**src/rtl/prx32_pkg.sv**
```systemverilog
// prx32_pkg: shared constants, port id type and address check
// for the prx32 ROM arbiter slice.
package prx32_pkg;

    localparam int MEM_DEPTH = 1024;
    localparam int ROM_BYTES = 4096;

    typedef logic port_id_t;

    localparam port_id_t PORT0 = 1'b0;
    localparam port_id_t PORT1 = 1'b1;

    function automatic logic addr_ok(input logic [31:0] addr);
        return (addr[1:0] == 2'b00) && (addr < 32'(ROM_BYTES));
    endfunction

endpackage

```
**src/rtl/prx32_rom_arbiter_if.sv**
```systemverilog
// prx32_rom_arbiter_if: two-requester ROM bus plus ROM side
// and debug counters, with requester (master) and arbiter (slave) views.
interface prx32_rom_arbiter_if #(
    parameter int CNT_W = 16
);
    logic             req0;
    logic             req1;
    logic [31:0]      addr0;
    logic [31:0]      addr1;
    logic             gnt0;
    logic             gnt1;
    logic             rvalid0;
    logic             rvalid1;
    logic [31:0]      rdata0;
    logic [31:0]      rdata1;
    logic             rerr;
    logic [31:0]      mem_addr;
    logic [31:0]      mem_rdata;
    logic [CNT_W-1:0] gnt_cnt0;
    logic [CNT_W-1:0] gnt_cnt1;
    logic [CNT_W-1:0] conflict_cnt;

    modport slave (
        input  req0, req1, addr0, addr1, mem_rdata,
        output gnt0, gnt1, rvalid0, rvalid1,
        output rdata0, rdata1, rerr, mem_addr,
        output gnt_cnt0, gnt_cnt1, conflict_cnt
    );

    modport master (
        output req0, req1, addr0, addr1, mem_rdata,
        input  gnt0, gnt1, rvalid0, rvalid1,
        input  rdata0, rdata1, rerr, mem_addr,
        input  gnt_cnt0, gnt_cnt1, conflict_cnt
    );

endinterface

```
**src/rtl/prx32_rr_arbiter.sv**
```systemverilog
// prx32_rr_arbiter: 2-way arbiter, round-robin or fixed port-0 priority.
// last_q names the port that wins the next tie.
module prx32_rr_arbiter #(
    parameter int FIXED_PRIO = 0
) (
    input  logic       clk,
    input  logic       rst_n,
    input  logic [1:0] req,
    output logic [1:0] gnt
);
    import prx32_pkg::*;

    port_id_t last_q;
    port_id_t last_d;

    always_comb begin
        gnt = 2'b00;
        unique case (req)
            2'b01:   gnt = 2'b01;
            2'b10:   gnt = 2'b10;
            2'b11: begin
                if ((FIXED_PRIO != 0) || (last_q == PORT0)) gnt = 2'b01;
                else                                        gnt = 2'b10;
            end
            default: gnt = 2'b00;
        endcase
    end

    // Point at the port that lost (or was idle) on this grant.
    always_comb begin
        last_d = last_q;
        if (gnt[0])      last_d = PORT1;
        else if (gnt[1]) last_d = PORT0;
    end

    always_ff @(posedge clk or negedge rst_n) begin
        if (!rst_n) last_q <= PORT0;
        else        last_q <= last_d;
    end

endmodule

```
**src/rtl/prx32_rom_arbiter.sv**
```systemverilog
// prx32_rom_arbiter: shares the one-cycle ROM between fetch (port 0)
// and hex-dump (port 1); data returns to its owner one cycle after grant.
module prx32_rom_arbiter #(
    parameter int FIXED_PRIO = 0,
    parameter int CNT_W      = 16
) (
    input  logic               clk,
    input  logic               rst_n,
    prx32_rom_arbiter_if.slave bus
);
    import prx32_pkg::*;

    logic [1:0]       req;
    logic [1:0]       gnt;
    logic             any_gnt;
    logic [31:0]      gnt_addr;

    logic [31:0]      mem_addr_q, mem_addr_d;
    logic             rsp_v_q, rsp_v_d;
    port_id_t         rsp_id_q, rsp_id_d;
    logic             rsp_err_q, rsp_err_d;
    logic [CNT_W-1:0] gnt_cnt0_q, gnt_cnt0_d;
    logic [CNT_W-1:0] gnt_cnt1_q, gnt_cnt1_d;
    logic [CNT_W-1:0] conflict_cnt_q, conflict_cnt_d;

    function automatic logic [CNT_W-1:0] sat_inc(
        input logic [CNT_W-1:0] c,
        input logic             en
    );
        return (en && (c != '1)) ? c + CNT_W'(1) : c;
    endfunction

    // Masking requests keeps every grant low while reset is held.
    assign req = {bus.req1, bus.req0} & {2{rst_n}};

    prx32_rr_arbiter #(
        .FIXED_PRIO(FIXED_PRIO)
    ) u_arb (
        .clk  (clk),
        .rst_n(rst_n),
        .req  (req),
        .gnt  (gnt)
    );

    assign any_gnt  = |gnt;
    assign gnt_addr = gnt[1] ? bus.addr1 : bus.addr0;

    always_comb begin
        mem_addr_d     = mem_addr_q;
        rsp_v_d        = any_gnt;
        rsp_id_d       = rsp_id_q;
        rsp_err_d      = rsp_err_q;
        gnt_cnt0_d     = sat_inc(gnt_cnt0_q, gnt[0]);
        gnt_cnt1_d     = sat_inc(gnt_cnt1_q, gnt[1]);
        conflict_cnt_d = sat_inc(conflict_cnt_q, &req);
        if (any_gnt) begin
            mem_addr_d = gnt_addr;
            rsp_id_d   = gnt[1] ? PORT1 : PORT0;
            rsp_err_d  = ~addr_ok(gnt_addr);
        end
    end

    always_ff @(posedge clk or negedge rst_n) begin
        if (!rst_n) begin
            mem_addr_q     <= '0;
            rsp_v_q        <= 1'b0;
            rsp_id_q       <= PORT0;
            rsp_err_q      <= 1'b0;
            gnt_cnt0_q     <= '0;
            gnt_cnt1_q     <= '0;
            conflict_cnt_q <= '0;
        end else begin
            mem_addr_q     <= mem_addr_d;
            rsp_v_q        <= rsp_v_d;
            rsp_id_q       <= rsp_id_d;
            rsp_err_q      <= rsp_err_d;
            gnt_cnt0_q     <= gnt_cnt0_d;
            gnt_cnt1_q     <= gnt_cnt1_d;
            conflict_cnt_q <= conflict_cnt_d;
        end
    end

    // The ROM sees the granted address in the grant cycle itself.
    assign bus.mem_addr = mem_addr_d;

    assign bus.gnt0    = gnt[0];
    assign bus.gnt1    = gnt[1];
    assign bus.rvalid0 = rsp_v_q & (rsp_id_q == PORT0);
    assign bus.rvalid1 = rsp_v_q & (rsp_id_q == PORT1);
    assign bus.rerr    = rsp_v_q & rsp_err_q;
    assign bus.rdata0  = (bus.rvalid0 && !rsp_err_q) ? bus.mem_rdata : '0;
    assign bus.rdata1  = (bus.rvalid1 && !rsp_err_q) ? bus.mem_rdata : '0;

    assign bus.gnt_cnt0     = gnt_cnt0_q;
    assign bus.gnt_cnt1     = gnt_cnt1_q;
    assign bus.conflict_cnt = conflict_cnt_q;

endmodule

```
**src/flat_wrapper.sv**
```systemverilog
// flat-port wrapper written by rule: the top's interface ports become plain ports
module prx32_rom_arbiter_flat import prx32_pkg::*;
#(
    parameter int FIXED_PRIO = 0,
    parameter int CNT_W      = 16
)
  (clk, rst_n, bus_req0, bus_req1, bus_addr0, bus_addr1, bus_mem_rdata, bus_gnt0, bus_gnt1, bus_rvalid0, bus_rvalid1, bus_rdata0, bus_rdata1, bus_rerr, bus_mem_addr, bus_gnt_cnt0, bus_gnt_cnt1, bus_conflict_cnt);
  prx32_rom_arbiter_if #(.CNT_W(CNT_W)) bus_i ();
  input  logic clk;
  input  logic rst_n;
  input wire logic [$bits(bus_i.req0)-1:0] bus_req0;
  input wire logic [$bits(bus_i.req1)-1:0] bus_req1;
  input wire logic [$bits(bus_i.addr0)-1:0] bus_addr0;
  input wire logic [$bits(bus_i.addr1)-1:0] bus_addr1;
  input wire logic [$bits(bus_i.mem_rdata)-1:0] bus_mem_rdata;
  output wire logic [$bits(bus_i.gnt0)-1:0] bus_gnt0;
  output wire logic [$bits(bus_i.gnt1)-1:0] bus_gnt1;
  output wire logic [$bits(bus_i.rvalid0)-1:0] bus_rvalid0;
  output wire logic [$bits(bus_i.rvalid1)-1:0] bus_rvalid1;
  output wire logic [$bits(bus_i.rdata0)-1:0] bus_rdata0;
  output wire logic [$bits(bus_i.rdata1)-1:0] bus_rdata1;
  output wire logic [$bits(bus_i.rerr)-1:0] bus_rerr;
  output wire logic [$bits(bus_i.mem_addr)-1:0] bus_mem_addr;
  output wire logic [$bits(bus_i.gnt_cnt0)-1:0] bus_gnt_cnt0;
  output wire logic [$bits(bus_i.gnt_cnt1)-1:0] bus_gnt_cnt1;
  output wire logic [$bits(bus_i.conflict_cnt)-1:0] bus_conflict_cnt;
  assign bus_i.req0 = bus_req0;
  assign bus_i.req1 = bus_req1;
  assign bus_i.addr0 = bus_addr0;
  assign bus_i.addr1 = bus_addr1;
  assign bus_i.mem_rdata = bus_mem_rdata;
  assign bus_gnt0 = bus_i.gnt0;
  assign bus_gnt1 = bus_i.gnt1;
  assign bus_rvalid0 = bus_i.rvalid0;
  assign bus_rvalid1 = bus_i.rvalid1;
  assign bus_rdata0 = bus_i.rdata0;
  assign bus_rdata1 = bus_i.rdata1;
  assign bus_rerr = bus_i.rerr;
  assign bus_mem_addr = bus_i.mem_addr;
  assign bus_gnt_cnt0 = bus_i.gnt_cnt0;
  assign bus_gnt_cnt1 = bus_i.gnt_cnt1;
  assign bus_conflict_cnt = bus_i.conflict_cnt;
  prx32_rom_arbiter #(.FIXED_PRIO(FIXED_PRIO), .CNT_W(CNT_W)) u_core (.clk(clk), .rst_n(rst_n), .bus(bus_i));
endmodule
```
**config.mk**
```make
export PLATFORM = sky130hd
export DESIGN_NAME = prx32_rom_arbiter_flat
export DESIGN_NICKNAME = d
export VERILOG_FILES = /design/src/rtl/prx32_pkg.sv /design/src/rtl/prx32_rom_arbiter_if.sv /design/src/rtl/prx32_rr_arbiter.sv /design/src/rtl/prx32_rom_arbiter.sv /design/src/flat_wrapper.sv
export SDC_FILE = /design/constraint.sdc
export NUM_CORES = 1
export LEC_CHECK = 0
export BUFFER_PORTS_ARGS = -buffer_cell sky130_fd_sc_hd__buf_4
export CAP_MARGIN = 25
export CORE_ASPECT_RATIO = 1.2
export CORE_UTILIZATION = 40
export DETAILED_ROUTE_END_ITERATION = 10
export GPL_TIMING_DRIVEN = 0
export PLACE_DENSITY = 0.73
export SETUP_SLACK_MARGIN = 0.4
export SKIP_LAST_GASP = 1
export SYNTH_ARGS = -nofsm -noshare
export SYNTH_HDL_FRONTEND = slang
export SYNTH_SLANG_ARGS = --single-unit
```
**constraint.sdc**
```tcl
create_clock -name clk -period 1.74 [get_ports clk]
set_input_delay 0.348 -clock clk [delete_from_list [all_inputs] [get_ports clk]]
set_output_delay 0.348 -clock clk [all_outputs]
set_load 0.02 [all_outputs]
```
==> results.json <==
{
  "fmax_ghz": 0.4545,
  "async_flop_share": 1.000,
  "fin_crit_sh": 1.264,
  "ys_types": 46,
  "synth_edf_count": 0,
  "fin_skew_ns": 0.01120,
  "slew_violations": 0,
  "syn_avg_cell_area_um2": 9.804,
  "dieArea_um2": 11600,
  "crit_path_top_delay_cell": "dfrtp_1",
  "grt.overflow.total": 0,
  "antenna_found_initial": 0,
  "crit_path_cell_trace": "nor2b_4 > nor2_4 > buf_12 > buf_12 > mux2i_4 > o21ai_2 > buf_6",
  "place.gp.congestion": 0.8750,
  "dr.pass1.iters": 9,
  "drive_gt1_frac": 0.7479,
  "synth.area.top_cells": "dfrtp_1 (47%), and2_1 (9.5%), mux2i_1 (6.9%)",
  "setup_ws_ns": -0.4602,
  "wire_per_inst_um": 22.98,
  "die_h_um": 117.8,
  "vias_per_cell": 5.535,
  "rsz0062_at_grt": "yes",
  "min_period_ns": 2.200,
  "design.core.area_um2": 10670,
  "synth_top_cell_by_area": "dfrtp_1",
  "grt_use_total": 0.3272,
  "synth_top_cells_by_count": "dfrtp_1 (84), and2_1 (68), nand2_1 (59), o21ai_0 (33), mux2i_1 (31)",
  "clkSlewWorstSetupHoldPaths_ns": 0.06,
  "hold_class": "in2async",
  "leakage_nw": 4.499,
  "cts_tree": "built",
  "ys.flop_type": "dfrtp_1",
  "crit_type": "reg2out",
  "first_iter_violations": 295,
  "yosysWarnings": 0,
  "start_kind": "flop",
  "clockBufferDepth": 2,
  "ios": 249,
  "utilization": 0.8827,
  "rrSetupSlack_ns": -0.11,
  "crit_family": "buffers and inverters",
  "syn_to_final_growth_pct": 110.7,
  "max_slew.worst_pin.slew_ns": 0.6953,
  "final_antenna_net_count": 0,
  "vias": 5280,
  "syn_inst": 456,
  "slew_headroom": 0.5322,
  "cts_root_buffer": "clkbuf_16",
  "dieWidth_um": 98.51,
  "synth_top_cell_area_share": 0.4702,
  "grt_start_max_net_pins": 36,
  "cap_violations": 0,
  "hold_violations": 0,
  "tns_ns": -28.79,
  "cts.sinks": 84,
  "seq_area_frac_synth": 0.4702,
  "ys_seq_elements": 84,
  "n_antenna_cell": 0,
  "htreeDepth": 3,
  "critPathBufInv": 3,
  "insertion_delay_ns": 0.35,
  "violations": "design-rule violations, negative setup slack",
  "syn_nets": 559,
  "crit_required_ns": 1.39,
  "setup_viol": 107,
  "p_per_area_nw_per_um2": 776.9,
  "cp_max_fo": 9,
  "grt_pass1_vias": 5228,
  "synth_most_common_cell": "dfrtp_1",
  "cp.arrival_ns": 1.85,
  "cpPeakStageDelay_ns": 0.43,
  "drc_errors": 20,
  "grt_pass1_wl_mm": 28.76,
  "endpoint_kind": "primary output",
  "dp_hpwl_mm": 12.84,
  "fin_nets": 923,
  "outcome": "complete, but fails checks",
  "nFillCells": 478,
  "initial_core_util": 0.4190,
  "syn_area_um2": 4471,
  "crit_top_cell": "buf_12",
  "portBuffers": 248,
  "totalWireLength_mm": 21.93,
  "ir_worst_vdd_uv": 769.1,
  "placement_rows": 41,
  "cts_made_buffers": 9
}
metal layers:
layer	routed length, um	global-route usage	part of all wire
met1	8183	0.3906	0.37
met2	11020	0.5458	0.50
met3	1841	0.1033	0.084
met4	878	0.1306	0.040
met5	0	0	0
placed cells by master (no fill, tap or decap), types with 3 or more instances in the layout:
| master | count |
|---|---|
| nor2b_4 | 3 |
| and3_1 | 6 |
| clkbuf_16 | 12 |
| buf_6 | 125 |
| nor2_4 | 4 |
| nor4_1 | 8 |
| dfrtp_2 | 46 |
| mux2i_1 | 12 |
| inv_1 | 3 |
| o21ai_2 | 31 |
| nand3_4 | 6 |
| and4_4 | 3 |
| nor4_4 | 3 |
| clkbuf_8 | 3 |
| a21oi_1 | 3 |
| xor2_1 | 11 |
| and2_4 | 66 |
| nand4_1 | 12 |
| buf_8 | 11 |
| dfrtp_1 | 38 |
| buf_4 | 213 |
| nand2_1 | 48 |
| buf_12 | 7 |
| mux2i_2 | 8 |
| nand3_2 | 5 |
| mux2i_4 | 11 |
| xnor2_2 | 5 |
| nor3_2 | 3 |
| nand2_4 | 9 |
| bufbuf_16 | 3 |
| xnor2_1 | 23 |
| nor2_1 | 13 |
| nor2_2 | 4 |
| nand3_1 | 9 |
| a31oi_1 | 3 |
metrics by stage:
step	power, mW	worst slack [ns]	cell area, um2	hold slack, ns	instances
finish	7.318	-0.4602	9419	0.01976	954
global route	7.561	-0.5143	9419	0.02216	954
CTS	6.805	-0.3846	8680	0.008163	921
detailed placement	4.478	-1.038	7109	0.2642	834
global placement	4.408	-1.372	7082	0.4492	833
floorplan	3.564	0.1036	5059	0.05241	456
where the power goes:
part	internal [mW]	leakage (nW)	switching, mW
Combinational	1.38	3.34	1.37
Sequential	2.26	1.01	0.310
Clock	1.19	0.149	0.813
Total	4.83	4.50	2.49
cells by family after synthesis:
logic type | share of synthesized area
AOI/OAI and AO/OA | 0.07473
xor gates and xnor gates | 0.07641
adders and majority gates | 0.008397
buffers and inverters | 0.02295
DFF | 0.4702
muxes | 0.07529
and+or+nand+nor | 0.2720
worst paths after layout:
check                           depth (start not counted)                                       to                               startpoint
worst max-delay path                                    7                         bus_mem_addr[25]          u_core.u_arb.last_q$_DFFE_PN0N_
max in group asynchronous                               2  u_core.bus.conflict_cnt[14]$_DFFE_PN0P_                                    rst_n
min in group clk                                        3           u_core.mem_addr_q[6]$_DFF_PN0_                             bus_addr0[6]
worst max register to register                          7  u_core.bus.conflict_cnt[14]$_DFFE_PN0P_  u_core.bus.conflict_cnt[10]$_DFFE_PN0P_
worst min register to register                          2           u_core.mem_addr_q[6]$_DFF_PN0_           u_core.mem_addr_q[6]$_DFF_PN0_
worst min-delay path                                    3      u_core.bus.gnt_cnt1[10]$_DFFE_PN0P_                                    rst_n
flip-flops by register name, indices dropped and copies added, names as in the netlist:
signal,flops
u_core.bus.gnt_cnt1,16
u_core.bus.gnt_cnt0,16
u_core.mem_addr_q,32
u_core.rsp_v_q,1
u_core.bus.conflict_cnt,16
u_core.rsp_id_q,1
u_core.rsp_err_q,1
u_core.u_arb.last_q,1
cell type report:
| type | instances | area [um2] | share of cell area |
|---|---|---|---|
| repair buffers | 353 | 3354 | 0.3561 |
| multi-input cells | 350 | 3178 | 0.3374 |
| flip-flops and latches | 84 | 2160 | 0.2293 |
| clock buffers | 12 | 256.5 | 0.02723 |
| plain buffers | 18 | 244.0 | 0.02590 |
| well taps | 129 | 161.4 | 0.01714 |
| clock inverters | 4 | 47.55 | 0.005048 |
| inverters | 4 | 17.52 | 0.001860 |
worst register-to-register path, cell delays in order (launching register included):
cell and delay (ns):
dfrtp_2 0.42, nand2_1 0.21, nor4_4 0.09, buf_4 0.15, buf_6 0.11, nor4_4 0.34, nand4_1 0.23, xnor2_1 0.18
timing repair:
item                                    4_1_cts  5_1_grt
gates cloned                                  9        2
setup buffers                                60       31
pin swaps                                    72       28
hold buffers                                  2        0
endpoints found under the setup margin      184      206
resized for setup                           151      104
hold endpoints to repair                     21        0
Power figures use the tool's default switching activity.
